--- config.mk ---
export PLATFORM = sky130hd
export DESIGN_NAME = ines_loader_flat
export DESIGN_NICKNAME = d
export VERILOG_FILES = /design/src/rtl/ines_loader_if.sv /design/src/rtl/ines_loader.sv /design/src/flat_wrapper.sv
export SDC_FILE = /design/constraint.sdc
export NUM_CORES = 1
export LEC_CHECK = 0
export CORE_MARGIN = 4
export CORE_UTILIZATION = 55
export DETAILED_ROUTE_END_ITERATION = 8
export DONT_BUFFER_PORTS = 1
export GPL_ROUTABILITY_DRIVEN = 0
export PLACE_DENSITY_LB_ADDON = 0.12
export SYNTH_ARGS = -nofsm -noshare
export SYNTH_HDL_FRONTEND = slang
export SYNTH_SLANG_ARGS = --single-unit
--- constraint.sdc ---
create_clock -name CLK -period 5.8 [get_ports CLK]
set_input_delay 0 -clock CLK [delete_from_list [all_inputs] [get_ports CLK]]
set_output_delay 0 -clock CLK [all_outputs]
set_load 0.05 [all_outputs]
--- src/rtl/ines_loader_if.sv ---
// Byte-stream input and ROM programming bus of the iNES loader.
// Pure wiring: no storage, no latency.
// Backpressure: in_ready is owned by the loader (slave) side.
interface ines_loader_if;
  logic [7:0]  in_data;
  logic        in_valid;
  logic        in_ready;
  logic [15:0] rom_prgmr_addr;
  logic [7:0]  rom_prgmr_data;
  logic        prg_rom_prgmr_wren;
  logic        chr_rom_prgmr_wren;

  modport slave (
    input  in_data, in_valid,
    output in_ready, rom_prgmr_addr, rom_prgmr_data, prg_rom_prgmr_wren, chr_rom_prgmr_wren
  );

  modport master (
    output in_data, in_valid,
    input  in_ready, rom_prgmr_addr, rom_prgmr_data, prg_rom_prgmr_wren, chr_rom_prgmr_wren
  );
endinterface

--- src/rtl/ines_loader.sv ---
// Parses an iNES byte stream and programs PRG/CHR ROM images through the cartridge programmer bus.
// Latency: each accepted payload byte is written exactly one cycle after acceptance.
// Backpressure: in_ready is a pure state decode; the loader stalls cleanly on in_valid gaps.
module ines_loader #(
  parameter int unsigned PRG_MAX_BANKS = 2,
  parameter int unsigned CHR_MAX_BANKS = 1
) (
  input  logic         CLK,
  input  logic         RESET_n,
  input  logic         start,
  ines_loader_if.slave bus,
  output logic         is_chr_ram,
  output logic         mirroring_mode,
  output logic         busy,
  output logic         done,
  output logic         error,
  output logic [1:0]   err_code
);

  typedef enum logic [2:0] {
    S_IDLE, S_HEADER, S_TRAINER, S_PRG, S_CHR, S_DONE, S_ERROR
  } state_e;

  localparam logic [7:0] PRG_MAX = 8'(PRG_MAX_BANKS);
  localparam logic [7:0] CHR_MAX = 8'(CHR_MAX_BANKS);

  state_e      state_q, state_d;
  logic [4:0]  hdr_cnt_q, hdr_cnt_d;
  logic [16:0] cnt_q, cnt_d;
  logic [7:0]  prg_banks_q, prg_banks_d;
  logic [7:0]  chr_banks_q, chr_banks_d;
  logic [3:0]  mapper_lo_q, mapper_lo_d;
  logic [3:0]  mapper_hi_q, mapper_hi_d;
  logic        trainer_q, trainer_d;
  logic        mirror_hdr_q, mirror_hdr_d;
  logic        is_chr_ram_q, is_chr_ram_d;
  logic        mirroring_q, mirroring_d;
  logic [1:0]  err_code_q, err_code_d;
  logic [15:0] addr_q, addr_d;
  logic [7:0]  data_q, data_d;
  logic        prg_wren_q, prg_wren_d;
  logic        chr_wren_q, chr_wren_d;

  logic        in_rdy;
  logic        accept;
  logic [7:0]  magic;
  logic [16:0] prg_len;
  logic [16:0] chr_len;

  // Ready depends only on the registered state, never on in_valid.
  assign in_rdy  = (state_q == S_HEADER) || (state_q == S_TRAINER) ||
                   (state_q == S_PRG)    || (state_q == S_CHR);
  assign accept  = bus.in_valid && in_rdy;
  // Bank counts are range-checked before use, so these slices cover every legal size.
  assign prg_len = {prg_banks_q[2:0], 14'd0};
  assign chr_len = {chr_banks_q[3:0], 13'd0};

  // Expected "NES<EOF>" signature byte for header positions 0-3.
  always_comb begin
    magic = 8'h1A;
    case (hdr_cnt_q[1:0])
      2'd0:    magic = 8'h4E;
      2'd1:    magic = 8'h45;
      2'd2:    magic = 8'h53;
      default: magic = 8'h1A;
    endcase
  end

  // Next-state, header capture, segment counting and write-strobe generation.
  always_comb begin
    state_d      = state_q;
    hdr_cnt_d    = hdr_cnt_q;
    cnt_d        = cnt_q;
    prg_banks_d  = prg_banks_q;
    chr_banks_d  = chr_banks_q;
    mapper_lo_d  = mapper_lo_q;
    mapper_hi_d  = mapper_hi_q;
    trainer_d    = trainer_q;
    mirror_hdr_d = mirror_hdr_q;
    is_chr_ram_d = is_chr_ram_q;
    mirroring_d  = mirroring_q;
    err_code_d   = err_code_q;
    addr_d       = addr_q;
    data_d       = data_q;
    prg_wren_d   = 1'b0;
    chr_wren_d   = 1'b0;

    case (state_q)
      S_IDLE, S_DONE, S_ERROR: begin
        if (start) begin
          state_d      = S_HEADER;
          hdr_cnt_d    = 5'd0;
          cnt_d        = 17'd0;
          err_code_d   = 2'd0;
          is_chr_ram_d = 1'b0;
          mirroring_d  = 1'b0;
        end
      end
      S_HEADER: begin
        if (accept) begin
          hdr_cnt_d = hdr_cnt_q + 5'd1;
          if ((hdr_cnt_q < 5'd4) && (bus.in_data != magic)) begin
            state_d    = S_ERROR;
            err_code_d = 2'd1;
          end
          case (hdr_cnt_q)
            5'd4: prg_banks_d = bus.in_data;
            5'd5: chr_banks_d = bus.in_data;
            5'd6: begin
              mapper_lo_d  = bus.in_data[7:4];
              trainer_d    = bus.in_data[2];
              mirror_hdr_d = bus.in_data[0];
            end
            5'd7: mapper_hi_d = bus.in_data[7:4];
            5'd15: begin
              // Mapper support outranks size limits when both are violated.
              if ((mapper_lo_q | mapper_hi_q) != 4'd0) begin
                state_d    = S_ERROR;
                err_code_d = 2'd3;
              end else if ((prg_banks_q == 8'd0) || (prg_banks_q > PRG_MAX) ||
                           (chr_banks_q > CHR_MAX)) begin
                state_d    = S_ERROR;
                err_code_d = 2'd2;
              end else begin
                mirroring_d  = mirror_hdr_q;
                is_chr_ram_d = (chr_banks_q == 8'd0);
                cnt_d        = 17'd0;
                state_d      = trainer_q ? S_TRAINER : S_PRG;
              end
            end
            default: ;
          endcase
        end
      end
      S_TRAINER: begin
        if (accept) begin
          cnt_d = cnt_q + 17'd1;
          if (cnt_q == 17'd511) begin
            cnt_d   = 17'd0;
            state_d = S_PRG;
          end
        end
      end
      S_PRG: begin
        if (accept) begin
          prg_wren_d = 1'b1;
          addr_d     = cnt_q[15:0];
          data_d     = bus.in_data;
          cnt_d      = cnt_q + 17'd1;
          if (cnt_q == prg_len - 17'd1) begin
            cnt_d   = 17'd0;
            state_d = (chr_banks_q == 8'd0) ? S_DONE : S_CHR;
          end
        end
      end
      S_CHR: begin
        if (accept) begin
          chr_wren_d = 1'b1;
          addr_d     = cnt_q[15:0];
          data_d     = bus.in_data;
          cnt_d      = cnt_q + 17'd1;
          if (cnt_q == chr_len - 17'd1) begin
            cnt_d   = 17'd0;
            state_d = S_DONE;
          end
        end
      end
      default: state_d = S_IDLE;
    endcase
  end

  // State and datapath registers; reset drops any pending strobe immediately.
  always_ff @(posedge CLK) begin
    if (!RESET_n) begin
      state_q      <= S_IDLE;
      hdr_cnt_q    <= 5'd0;
      cnt_q        <= 17'd0;
      prg_banks_q  <= 8'd0;
      chr_banks_q  <= 8'd0;
      mapper_lo_q  <= 4'd0;
      mapper_hi_q  <= 4'd0;
      trainer_q    <= 1'b0;
      mirror_hdr_q <= 1'b0;
      is_chr_ram_q <= 1'b0;
      mirroring_q  <= 1'b0;
      err_code_q   <= 2'd0;
      addr_q       <= 16'd0;
      data_q       <= 8'd0;
      prg_wren_q   <= 1'b0;
      chr_wren_q   <= 1'b0;
    end else begin
      state_q      <= state_d;
      hdr_cnt_q    <= hdr_cnt_d;
      cnt_q        <= cnt_d;
      prg_banks_q  <= prg_banks_d;
      chr_banks_q  <= chr_banks_d;
      mapper_lo_q  <= mapper_lo_d;
      mapper_hi_q  <= mapper_hi_d;
      trainer_q    <= trainer_d;
      mirror_hdr_q <= mirror_hdr_d;
      is_chr_ram_q <= is_chr_ram_d;
      mirroring_q  <= mirroring_d;
      err_code_q   <= err_code_d;
      addr_q       <= addr_d;
      data_q       <= data_d;
      prg_wren_q   <= prg_wren_d;
      chr_wren_q   <= chr_wren_d;
    end
  end

  assign bus.in_ready           = in_rdy;
  assign bus.rom_prgmr_addr     = addr_q;
  assign bus.rom_prgmr_data     = data_q;
  assign bus.prg_rom_prgmr_wren = prg_wren_q;
  assign bus.chr_rom_prgmr_wren = chr_wren_q;
  assign is_chr_ram             = is_chr_ram_q;
  assign mirroring_mode         = mirroring_q;
  assign busy                   = in_rdy;
  assign done                   = (state_q == S_DONE);
  assign error                  = (state_q == S_ERROR);
  assign err_code               = err_code_q;

endmodule

--- src/flat_wrapper.sv ---
// flat-port wrapper written by rule: the top's interface ports become plain ports
module ines_loader_flat 
#(
  parameter int unsigned PRG_MAX_BANKS = 2,
  parameter int unsigned CHR_MAX_BANKS = 1
)
  (CLK, RESET_n, start, is_chr_ram, mirroring_mode, busy, done, error, err_code, bus_in_data, bus_in_valid, bus_in_ready, bus_rom_prgmr_addr, bus_rom_prgmr_data, bus_prg_rom_prgmr_wren, bus_chr_rom_prgmr_wren);
  ines_loader_if bus_i ();
  input  logic CLK;
  input  logic RESET_n;
  input  logic start;
  output logic is_chr_ram;
  output logic mirroring_mode;
  output logic busy;
  output logic done;
  output logic error;
  output logic [1:0] err_code;
  input wire logic [$bits(bus_i.in_data)-1:0] bus_in_data;
  input wire logic [$bits(bus_i.in_valid)-1:0] bus_in_valid;
  output wire logic [$bits(bus_i.in_ready)-1:0] bus_in_ready;
  output wire logic [$bits(bus_i.rom_prgmr_addr)-1:0] bus_rom_prgmr_addr;
  output wire logic [$bits(bus_i.rom_prgmr_data)-1:0] bus_rom_prgmr_data;
  output wire logic [$bits(bus_i.prg_rom_prgmr_wren)-1:0] bus_prg_rom_prgmr_wren;
  output wire logic [$bits(bus_i.chr_rom_prgmr_wren)-1:0] bus_chr_rom_prgmr_wren;
  assign bus_i.in_data = bus_in_data;
  assign bus_i.in_valid = bus_in_valid;
  assign bus_in_ready = bus_i.in_ready;
  assign bus_rom_prgmr_addr = bus_i.rom_prgmr_addr;
  assign bus_rom_prgmr_data = bus_i.rom_prgmr_data;
  assign bus_prg_rom_prgmr_wren = bus_i.prg_rom_prgmr_wren;
  assign bus_chr_rom_prgmr_wren = bus_i.chr_rom_prgmr_wren;
  ines_loader #(.PRG_MAX_BANKS(PRG_MAX_BANKS), .CHR_MAX_BANKS(CHR_MAX_BANKS)) u_core (.CLK(CLK), .RESET_n(RESET_n), .start(start), .bus(bus_i), .is_chr_ram(is_chr_ram), .mirroring_mode(mirroring_mode), .busy(busy), .done(done), .error(error), .err_code(err_code));
endmodule
==> out/results.txt <==
Setup WS pre-CTS: 2.475 ns
synthesized instance count: 497
critical path type: register to register
Die Width: 93.82 um
total power: 1.444 mW
met3 wire len: 670 um
sink of the worst hold path: u_core.hdr_cnt_q[2]$_SDFFE_PN0P_
FMAX: 294.8 MHz
Avg Synthesized Cell Area: 8.149 um2
Die Span Y: 93.82 um
crit share post-route: 0.5848
final net count: 513
Worst R2R Start: u_core.hdr_cnt_q[0]$_SDFFE_PN0P_
cells on worst reg2reg path: 9
status: finished clean
Root Buffer: clkbuf_8
Via density: 5.831
r2r setup slk: 2.41 ns
clock sinks: 81
largest net degree at the start of global routing: 64
Routed WL: 9712 um
vias in the first global route: 3195
Power Density: 329.3 mW/mm2
Yosys warnings: 0
area share of the largest cell type after synthesis: 0.4004
clock slew at reported path FFs: 0.08 ns
maxcap violations: 0
initial antenna violation count: 0
Initial Util: 0.5614
Top FF cell, synth: dfxtp_1
number of synthesized register bits: 81
GRT overflow: 0
DR WL met2: 4109 um
num rows: 31
commonest cells after routing, fill and taps aside: 81 x dfxtp_1, 56 x nand2_1, 45 x nor2_1
first drt pass iteration count: 5
Hold Vio Cnt, Final: 0
number of synthesized flops with an enable pin: 0
Detailed Route Iter0 Violations: 233
HP Start: bus_in_valid
post-detailed-route count of antenna-violating nets: 0
GRT Util Overall: 0.2256
hold depth: 4
setup tns final: 0 ns
Clock Tree Buf Depth: 2
max-slew violation count: 0
commonest non-fill, non-tap cell in the layout: dfxtp_1
area delta synth->final: 8.279%
core area: 0.007214 mm2
wire length on met1: 4881 um
register area share after synthesis: 0.4004
via count: 3458
RSZ-0062 raised after global routing: no
worst slew pin tran: 1.171 ns
max_slew headroom: 0.2194
power share of the sequential group: 0.445
hpwl dp: 6244 um
Sw Ratio: 0.3654
H-tree depth: 3
reg2reg end: u_core.cnt_q[16]$_SDFFE_PN0P_
# setup viols final: 0
DR top layer: met4
maximum fanout along the worst path: 14
I/O pin total: 46
Final WS setup: 2.408 ns
Clk pwr share: 0.285
VDD IR max: 0.1866 mV
HP Class: input port to register
skew final: 0.007004 ns
CP required: 6.06 ns
clock latency on the worst-skew pair: 0.36 ns
die area: 0.008801 mm2
Mapped Nets: 520
LEAKAGE: 1.605 nW
first-pass GRT wire length: 16010 um
drc violations: 0
Synth area leaders: dfxtp_1 40%, mux2i_1 7.2%, nand2_1 5.2%
startpoint types: register
internal power: 916.6 uW
CP arrival: 3.65 ns
layout cell share with drive strength beyond 1: 0.05061
TritonCTS clock tree: built
Gate power share: 0.270
cts repair resizes: 0
# diodes: 0
asr flop ratio synth: 0
Period minus WS final: 3.392 ns
I/O Buffers: 0
Net Sw Power: 527.7 uW
Mapped Area: 0.004050 mm2
CP Capture Type: register
cell taking the most area after synthesis: dfxtp_1
wire per inst: 16.38 um
post-synth cell types: 53
TritonCTS buffer count: 9
[through the flow]
step	util	area (um2)	hold WS, ns	cells
floorplan	-	4050	0.1439	497
global placement	0.5638	4068	0.1248	565
detailed placement	0.5638	4068	0.1316	565
CTS	0.6079	4385	0.05645	593
global route	0.6079	4385	0.1169	593
finish	0.6079	4385	0.05700	593
[cell usage after synthesis (9+ instances only)]
library cell and n:
nand4_1 17, a31oi_1 12, nand3_1 41, nor2_1 45, nand2_1 56, dfxtp_1 81, mux2i_1 29, clkbuf_1 27
nor4_1 9, ha_1 11, inv_1 19, a21oi_1 36, o21ai_0 9
[cell type report]
type                    count  area (um2)
clock buffers              13       148.9
clock inverters             2       38.79
flip-flops and latches     81        1622
fillers                   665        2829
well taps                  99       123.9
inverters                  20       75.07
repair buffers             16       152.6
multi-input cells         362        2225
[how the worst max path moves through the flow]
stage,from,endpoint,slack [ns],cells after the start
6_report,u_core.hdr_cnt_q[0]$_SDFFE_PN0P_,u_core.cnt_q[16]$_SDFFE_PN0P_,2.41,9
5_1_grt,u_core.hdr_cnt_q[0]$_SDFFE_PN0P_,u_core.cnt_q[16]$_SDFFE_PN0P_,2.03,9
4_1_cts,u_core.hdr_cnt_q[0]$_SDFFE_PN0P_,u_core.cnt_q[16]$_SDFFE_PN0P_,2.43,9
3_5_place_dp,u_core.hdr_cnt_q[0]$_SDFFE_PN0P_,u_core.cnt_q[16]$_SDFFE_PN0P_,2.47,9
3_3_place_gp,u_core.hdr_cnt_q[0]$_SDFFE_PN0P_,u_core.cnt_q[16]$_SDFFE_PN0P_,2.61,9
2_1_floorplan,u_core.hdr_cnt_q[0]$_SDFFE_PN0P_,u_core.cnt_q[16]$_SDFFE_PN0P_,3.05,11
[worst max-delay path: stages, from the launching register on]
cell and delay, ns:
dfxtp_1 0.42, ha_1 0.40, and3_1 0.21, ha_1 0.21, nor4b_1 0.31, or4b_1 0.48, o21ai_2 0.18, and2_1 0.49
nand3_4 0.24, o41ai_2 0.34
[state kept, by name (all words and copies together), names as in the netlist]
signal                         cells
u_core.hdr_cnt_q                   5
u_core.cnt_q                      17
u_core.err_code                    2
u_core.mapper_hi_q                 4
u_core.bus.rom_prgmr_data          8
u_core.chr_banks_q                 8
u_core.bus.rom_prgmr_addr         16
u_core.state_q                     3
u_core.prg_banks_q                 8
u_core.mirror_hdr_q                1
u_core.is_chr_ram                  1
u_core.bus.prg_rom_prgmr_wren      1
u_core.mirroring_mode              1
u_core.bus.chr_rom_prgmr_wren      1
u_core.trainer_q                   1
u_core.mapper_lo_q                 4
[power groups by stage]
stage               Clock [mW]  Combinational, mW  Sequential [mW]
floorplan                    0              0.349            0.628
global placement             0              0.366            0.654
detailed placement           0              0.369            0.656
CTS                      0.417              0.385            0.642
global route             0.439              0.423            0.650
finish                   0.412              0.389            0.643
[layer usage]
metal | vias up | track usage
li1 | 1744 | -
met1 | 1622 | 0.3283
met2 | 88 | 0.3253
met3 | 4 | 0.06651
met4 | 0 | 0.05656
met5 | - | 0
[logic make-up (layout without fill, tap and decap cells)]
logic type               Yosys count  in the layout  synth area share
multiplexers                      30             30           0.07445
AO/OA/AOI/OAI                     92             92            0.1424
AND/OR/NAND/NOR                  213            213            0.2607
buffers and inverters             54             51           0.05345
adder cells (fa/ha/maj)           11             11           0.03398
XOR/XNOR                          16             16           0.03460
flip-flops                        81             81            0.4004
[what timing repair did]
item / CTS / global route
buffers inserted: 0 / 0
endpoints found under the hold margin: 60 / 0
hold buffers: 13 / 0
Note: power is estimated with default switching activity, not from simulation.
